[config.mk]
export PLATFORM = sky130hd
export DESIGN_NAME = z_n_css_seq
export DESIGN_NICKNAME = d
export VERILOG_FILES = /design/src/rtl/z_n_css_seq_pkg.sv /design/src/rtl/z_n_css_slice.sv /design/src/rtl/z_n_css_seq.sv
export SDC_FILE = /design/constraint.sdc
export NUM_CORES = 1
export LEC_CHECK = 0
export CORE_ASPECT_RATIO = 0.75
export CORE_UTILIZATION = 44
export DETAILED_ROUTE_END_ITERATION = 6
export PLACE_DENSITY = 0.77
export SLEW_MARGIN = 20
export SYNTH_ARGS = -nofsm -noshare
export SYNTH_HDL_FRONTEND = slang
export SYNTH_SLANG_ARGS = --single-unit
[constraint.sdc]
create_clock -name clk -period 2.7 [get_ports clk]
set_input_delay 0.27 -clock clk [delete_from_list [all_inputs] [get_ports clk]]
set_output_delay 0.27 -clock clk [all_outputs]
set_load 0.005 [all_outputs]
[src/rtl/z_n_css_seq_pkg.sv]
// Shared definitions for the z_n carry-select subtractor: FSM encodings and slice-count helper.
package z_n_css_seq_pkg;

    // State encodings kept numerically identical to the z_n_csa family.
    localparam int unsigned STATE_W = 2;
    localparam logic [STATE_W-1:0] S_IDLE = 2'd0;
    localparam logic [STATE_W-1:0] S_CALC = 2'd1;
    localparam logic [STATE_W-1:0] S_DONE = 2'd2;

    // Number of compute cycles for a WIDTH-bit operation done CHUNK bits at a time.
    function automatic int unsigned num_slices(input int unsigned width,
                                               input int unsigned chunk);
        return width / chunk;
    endfunction

    // Counter width able to hold a slice index; never zero bits, even when N == 1.
    function automatic int unsigned idx_width(input int unsigned n);
        return (n > 1) ? $clog2(n) : 1;
    endfunction

endpackage

[src/rtl/z_n_css_slice.sv]
// Combinational CHUNK-bit dual-path subtract slice: both borrow-in cases, selected by bin.
module z_n_css_slice #(
    parameter int unsigned CHUNK = 4
) (
    input  logic [CHUNK-1:0] a_s,
    input  logic [CHUNK-1:0] b_s,
    input  logic             bin,
    output logic [CHUNK-1:0] d_s,
    output logic             bout
);

    logic [CHUNK:0] r0;
    logic [CHUNK:0] r1;
    logic [CHUNK:0] sel;

    // Precompute borrow-in 0 and 1 results; the extra MSB is the slice borrow-out.
    always_comb begin
        r0   = {1'b0, a_s} - {1'b0, b_s};
        r1   = r0 - 1'b1;
        sel  = bin ? r1 : r0;
        d_s  = sel[CHUNK-1:0];
        bout = sel[CHUNK];
    end

endmodule

[src/rtl/z_n_css_seq.sv]
// Sequential carry-select subtractor: diff = a - b - b_in, one CHUNK slice per clock,
// LSB slice first, behind valid/ready handshakes on both sides.
module z_n_css_seq
    import z_n_css_seq_pkg::*;
#(
    parameter int unsigned WIDTH = 8,
    parameter int unsigned CHUNK = 4
) (
    input  logic             clk,
    input  logic             rst,
    input  logic [WIDTH-1:0] a,
    input  logic [WIDTH-1:0] b,
    input  logic             b_in,
    input  logic             in_valid,
    output logic             in_ready,
    output logic [WIDTH-1:0] diff,
    output logic             b_out,
    output logic             ovf,
    output logic             out_valid,
    input  logic             out_ready
);

    localparam int unsigned N    = num_slices(WIDTH, CHUNK);
    localparam int unsigned IDXW = idx_width(N);
    localparam logic [IDXW-1:0] IDX_LAST = IDXW'(N - 1);

    logic [STATE_W-1:0] state_q, state_d;
    logic [WIDTH-1:0]   a_q, a_d;
    logic [WIDTH-1:0]   b_q, b_d;
    logic               borrow_q, borrow_d;
    logic [IDXW-1:0]    idx_q, idx_d;
    logic [WIDTH-1:0]   acc_q, acc_d;
    logic [WIDTH-1:0]   diff_q, diff_d;
    logic               b_out_q, b_out_d;
    logic               ovf_q, ovf_d;

    logic [CHUNK-1:0]   slice_a;
    logic [CHUNK-1:0]   slice_b;
    logic [CHUNK-1:0]   slice_d;
    logic               slice_bout;

    // Pick the operand slice addressed by the running index.
    always_comb begin
        slice_a = a_q[idx_q*CHUNK +: CHUNK];
        slice_b = b_q[idx_q*CHUNK +: CHUNK];
    end

    z_n_css_slice #(
        .CHUNK (CHUNK)
    ) u_slice (
        .a_s  (slice_a),
        .b_s  (slice_b),
        .bin  (borrow_q),
        .d_s  (slice_d),
        .bout (slice_bout)
    );

    // FSM and datapath next-state: accept in IDLE, one slice per CALC edge, hold in DONE.
    always_comb begin
        state_d  = state_q;
        a_d      = a_q;
        b_d      = b_q;
        borrow_d = borrow_q;
        idx_d    = idx_q;
        acc_d    = acc_q;
        diff_d   = diff_q;
        b_out_d  = b_out_q;
        ovf_d    = ovf_q;
        case (state_q)
            S_IDLE: begin
                if (in_valid) begin
                    a_d      = a;
                    b_d      = b;
                    borrow_d = b_in;
                    idx_d    = '0;
                    state_d  = S_CALC;
                end
            end
            S_CALC: begin
                acc_d[idx_q*CHUNK +: CHUNK] = slice_d;
                borrow_d = slice_bout;
                idx_d    = idx_q + 1'b1;
                if (idx_q == IDX_LAST) begin
                    // Publish the full result; acc_d already includes the top slice.
                    diff_d  = acc_d;
                    b_out_d = slice_bout;
                    ovf_d   = (a_q[WIDTH-1] != b_q[WIDTH-1]) && (acc_d[WIDTH-1] != a_q[WIDTH-1]);
                    state_d = S_DONE;
                end
            end
            S_DONE: begin
                if (out_ready) begin
                    state_d = S_IDLE;
                end
            end
            default: state_d = S_IDLE;
        endcase
    end

    // State registers with synchronous reset; reset also aborts any in-flight operation.
    always_ff @(posedge clk) begin
        if (rst) begin
            state_q  <= S_IDLE;
            a_q      <= '0;
            b_q      <= '0;
            borrow_q <= 1'b0;
            idx_q    <= '0;
            acc_q    <= '0;
            diff_q   <= '0;
            b_out_q  <= 1'b0;
            ovf_q    <= 1'b0;
        end else begin
            state_q  <= state_d;
            a_q      <= a_d;
            b_q      <= b_d;
            borrow_q <= borrow_d;
            idx_q    <= idx_d;
            acc_q    <= acc_d;
            diff_q   <= diff_d;
            b_out_q  <= b_out_d;
            ovf_q    <= ovf_d;
        end
    end

    // Handshake flags follow directly from the state; result registers drive the outputs.
    always_comb begin
        in_ready  = (state_q == S_IDLE);
        out_valid = (state_q == S_DONE);
        diff      = diff_q;
        b_out     = b_out_q;
        ovf       = ovf_q;
    end

endmodule

==> Word-level counts from Yosys, hierarchy flattened <==
Cells that the tools add are included.
{ "classes": {"n_addsub": 4, "n_eq_ne": 7, "shifts": 4, "mux": 10, "n_reduce_logical": 7} }
{ "op_table": {"columns": ["cell", "count"], "rows": [
  ["3-bit negation with 34-bit output", 1],
  ["4-bit by 34-bit variable shift with 8-bit output, first input constant", 1],
  ["4-bit by 34-bit indexed part select with 8-bit output", 1],
  ["8-bit by 4-bit indexed part select with 4-bit output", 2],
  ["8-bit bitwise mux", 1],
  ["2-bit two-way mux", 3],
  ["2-bit case mux with 3 select lines", 1],
  ["2-bit AND reduction", 3],
  ["5-bit two-way mux", 1],
  ["4-bit by 4-bit subtractor with 5-bit output", 1],
  ["5-bit by 1-bit subtractor with 5-bit output, second input constant", 1],
  ["2-bit != test, second input constant", 2],
  ["1-bit case mux with 2 select lines", 2],
  ["3-bit AND reduction", 1],
  ["2-bit by 1-bit == test with 1-bit output, second input constant", 1],
  ["2-bit == test, second input constant", 1],
  ["2-bit logical NOT", 1],
  ["1-bit two-way mux", 2],
  ["1-bit != test", 2],
  ["2-bit by 1-bit != test with 1-bit output, second input constant", 1],
  ["2-bit nonzero test", 1],
  ["1-bit adder, second input constant", 1],
  ["1-bit logical AND", 1]
]} }
{ "totals": {"regBits": 38, "in_bits": 21, "output_inout_bits": 12, "elab_cells": 41} }

==> Depth between registers and ports, before layout <==
{ "logic_depth": {"word_depth": 8, "mapped_depth": 9, "mapped_depth_nobuf": 8} }

==> Cells and area by module <==
Synthesis repeated with hierarchy kept, for this count alone.
{ "unflattened": {"cells_unflattened": 175, "hier_area_um2": 1642.8} }
{ "by_module_without_submodules": {"columns": ["mod", "n_inst", "cells_each", "area_per_inst_um2"], "rows": [
  ["z_n_css_seq", 1, 141, 1378.8],
  ["z_n_css_slice", 1, 34, 264.0]
]} }

==> Worst setup path before layout <==
No wires, ideal clock.
{ "synth_path": {"path_type": "flip-flop to flip-flop", "from": "register idx_q", "to": "register ovf_q, in the netlist ovf", "setup_ps": 74, "arrival_ps": 2696, "required_time_ps": 2626, "path_slack_ps": -71, "stages_incl_launch_ff": 10, "n_path_buf": 1, "cell_sequence": "dfxtp_1 -> clkbuf_1 -> mux2_2 -> ha_1 -> fa_1 -> xor2_1 -> nand4_1 -> xor3_1 -> or3b_1 -> a31oi_1"} }
{ "synth_via": {"elab_chain_cells": 8} }
{ "synth_rtl": {"columns": ["element", "line_no", "rtl"], "rows": [
  ["from (decl)", "z_n_css_seq.sv:31", "logic [IDXW-1:0] idx_q, idx_d;"],
  ["from (signal assigned)", "z_n_css_seq.sv:117", "idx_q <= idx_d;"],
  ["8-bit by 4-bit indexed part select with 4-bit output, on equally long branches", "z_n_css_seq.sv:44, z_n_css_seq.sv:45", null],
  ["4-bit by 4-bit subtractor with 5-bit output", "z_n_css_slice.sv:18", "r0 = {1'b0, a_s} - {1'b0, b_s};"],
  ["5-bit by 1-bit subtractor with 5-bit output", "z_n_css_slice.sv:19", "r1 = r0 - 1'b1;"],
  ["5-bit two-way mux", "z_n_css_slice.sv:20", "sel = bin ? r1 : r0;"],
  ["4-bit by 34-bit indexed part select with 8-bit output", "z_n_css_seq.sv:80", "acc_d[idx_q*CHUNK +: CHUNK] = slice_d;"],
  ["8-bit bitwise mux", "z_n_css_seq.sv:80", null],
  ["1-bit != test", "z_n_css_seq.sv:87", "ovf_d = (a_q[WIDTH-1] != b_q[WIDTH-1]) && (acc_d[WIDTH-1] != a_q[WIDTH-1]);"],
  ["1-bit logical AND", "z_n_css_seq.sv:87", null],
  ["to (signal assigned)", "z_n_css_seq.sv:121", "ovf_q <= ovf_d;"],
  ["to (decl)", "z_n_css_seq.sv:35", "logic ovf_q, ovf_d;"]
]} }
Parallel ways exist; a longest one is shown, timed or not.
A chain may end at the register's enable or synchronous reset.

==> Worst setup path in the final report <==
{ "layout_path": {"from": "register idx_q", "to": "register b_out_q, in the netlist b_out"} }
{ "layout_via": {"elab_chain_cells": 4} }
{ "layout_rtl": {"columns": ["element", "line_no", "rtl"], "rows": [
  ["8-bit by 4-bit indexed part select with 4-bit output, on equally long branches", "z_n_css_seq.sv:44, z_n_css_seq.sv:45", null],
  ["4-bit by 4-bit subtractor with 5-bit output", "z_n_css_slice.sv:18", null],
  ["5-bit by 1-bit subtractor with 5-bit output", "z_n_css_slice.sv:19", null],
  ["5-bit two-way mux", "z_n_css_slice.sv:20", null],
  ["to (signal assigned)", "z_n_css_seq.sv:120", "b_out_q <= b_out_d;"],
  ["to (decl)", "z_n_css_seq.sv:34", "logic b_out_q, b_out_d;"]
]} }
Parallel ways exist; a longest one is shown, timed or not.

==> metrics.txt <==
Peak supply drop=416 uV; routed wire length=2.93 mm; RSZ-0062 raised after global routing=no; mux cell area share after synthesis=7.39%; LEAKAGE=0.756 nW; setup bufs post-CTS=0; post-synthesis adder-cell area fraction=5.36%; routed length per instance=11.4 um; Slew @ Worst Pin=0.670 ns; status=completed; Pint=0.870 mW; crit end category=register; CTS buffer count=5; RePlAce Congestion=0.854; Rows=18; DP HPWL=2.15 mm; pwr dens=604 nW/um2; net count reported at finish=243; Die Wd=70.3 um; clk root buf=clkbuf_8; register bit count reported by yosys=34; min Tclk post-route=2.57 ns; Worst setup startpoint=idx_q; critical path type=reg -> reg; critical path arrival=2.77 ns; hold_sp=a_q[2]; Die Height=53.2 um; Pre-antenna DRT Iters=4; Area contributors post-synth=dfxtp_1 44%, nand2_1 11%, a21oi_1 9.4%; Initial Utilization=46.5%; clock tree buffer depth=2; largest family of logic cells by synthesized area=simple AND/OR/NAND/NOR gates; final worst-path cycle share=95.3%; drt drc=0; Setup crit start kind=register; switching pwr=0.330 mW; sequential area share after synthesis=44.2%; CTS tree=done; Cell Area, Placed=1880 um2; CP max FO=6; worst skew pair latency=0.29 ns; Logic pwr share=22.0%; ant diodes=0; routed via count=1,293; port bufs=32; total grt overflow=0; Mean Syn Cell Area=8.28 um2; Sw Ratio=27.5%; CP Cell Sequence=mux2_2 > ha_1 > fa_1 > ha_1 > nand3_1 > or3_1 > a311oi_1; leading area contributor after synthesis=dfxtp_1; TNS Setup=0 ns; Synth Area in Compound Gates=15.4%; worst r2r src=idx_q; DRT antenna net count=0; antenna violations before repair=0; CP max stage cell=fa_1; most frequent cells in the layout=46 x nand2_1, 33 x dfxtp_1, 32 x clkdlybuf4s50_1; largest net degree at the start of global routing=18; simple-gate share of the synthesized area=20.5%; clock-pin slew on the worst setup and hold paths=0.06 ns; vias per cell=5.03; layout cells sized above 1=7.83%; top-area cell type share of the netlist area=44.2%; Post-Synthesis Cells=186; Slew Limit Fails=0; Synthesized Nets=213; Iteration-0 DRC Markers=55; FMAX=389 MHz; commonest non-fill, non-tap cell in the layout=nand2_1; Die Footprint=3740 um2; total track usage=17.4%; max_slew headroom=55.2%; synth-to-layout area growth=29.1%; Post-Syn Area=1540 um2; design area=1990 um2; CP max stage delay=0.54 ns; final hold violations=0; Reg power frac=46.3%; Worst Hold Class=reg -> reg; Clk network pwr share=31.6%; max-cap violations=0; xor and xnor area share after synthesis=3.25%; vias in the first global route=1,104; I/O pin count=33; Yosys warning total=0; core area=3310 um2; Worst EP required=2.89 ns; CTS H-tree depth=2; first-pass GRT wire length=4.89 mm; Fin Clk Skew=0.00517 ns; Num Clock Sinks=34; Final setup viols=0; Netlist cell types=31; crit-path most repeated cell=ha_1
cell families (layout without fill, tap and decap cells):
logic type | count (synthesis) | count (layout)
buf+inv | 15 | 46
simple gates | 74 | 74
flops | 34 | 34
mux | 11 | 11
compound gates | 42 | 42
fa+ha+maj | 6 | 6
xor+xnor | 4 | 4
routing by layer:
metal,track usage (%),part of all wire (%)
met1,22.9,51
met2,24.4,41
met3,7.81,6.1
met4,7.33,1.9
met5,0,0
power by group through the flow:
stage / clock [mW] / sequential [mW] / combinational (mW)
after global placement: 0 / 0.566 / 0.251
final: 0.380 / 0.556 / 0.265
after floorplan: 0 / 0.557 / 0.189
after global routing: 0.414 / 0.560 / 0.291
after CTS: 0.385 / 0.556 / 0.260
after detailed placement: 0 / 0.566 / 0.258
worst max-delay path, delay by kind of cell (launching register included):
family                   cells  cell delay, ns
multiplexers                 1            0.35
flip-flops                   1            0.37
AND/OR/NAND/NOR              2            0.54
AO/OA/AOI/OAI                1            0.28
adder cells (fa/ha/maj)      3            0.95
Yosys cell counts:
library cell / number
a211oi_1: 2
a21oi_1: 29
a21oi_2: 1
a311oi_1: 1
a31oi_1: 2
and2_1: 2
buf_1: 1
buf_2: 3
clkbuf_1: 8
dfxtp_1: 34
fa_1: 1
ha_1: 5
inv_1: 3
mux2_2: 3
mux2i_1: 8
nand2_1: 46
nand2b_1: 2
nand3_1: 1
nand3b_1: 1
nand4_1: 1
nor2_1: 14
nor2b_1: 5
o21a_1: 3
o21ai_0: 1
o21ai_1: 1
o21bai_1: 2
or3_1: 1
or3b_1: 1
xnor2_1: 1
xor2_1: 2
xor3_1: 1
worst paths after layout:
check        slack, ns     end  cells past startpoint
max               0.13   b_out                      7
min               0.45  a_q[2]                      2
max reg2reg       0.13   b_out                      7
min reg2reg       0.45  a_q[2]                      2
final cells by class:
| class | instances | area (um2) |
|---|---|---|
| Timing Repair Buffer | 35 | 343 |
| Sequential cell | 34 | 682 |
| Inverter | 3 | 11.3 |
| Tap cell | 40 | 50.0 |
| Fill cell | 311 | 1320 |
| Clock inverter | 1 | 5.00 |
| Clock buffer | 7 | 86.3 |
| Multi-Input combinational cell | 137 | 811 |
per-stage QoR:
| stage | util (%) | instances | power [mW] | setup slack [ns] | hold WS [ns] |
|---|---|---|---|---|---|
| final | 60.1 | 257 | 1.20 | 0.126 | 0.453 |
| after global routing | 60.1 | 257 | 1.26 | 0.00536 | 0.468 |
| after CTS | 59.7 | 257 | 1.20 | 0.0922 | 0.457 |
| after detailed placement | 56.9 | 249 | 0.824 | 0.0567 | 0.448 |
| after global placement | 56.9 | 249 | 0.817 | 0.196 | 0.442 |
| after floorplan | - | 186 | 0.746 | 0.0974 | 0.406 |
flip-flops by register name, summed over array words and instances (netlist names):
register  cells
a_q           8
ovf           1
b_out         1
acc_q         4
diff          8
b_q           8
state_q       2
borrow_q      1
idx_q         1
what timing repair did:
action,CTS,global route
hold buffers,0,0
resized for setup,0,3
endpoints found under the setup margin,0,2
hold endpoints to repair,0,0
Power figures use the tool's default switching activity.
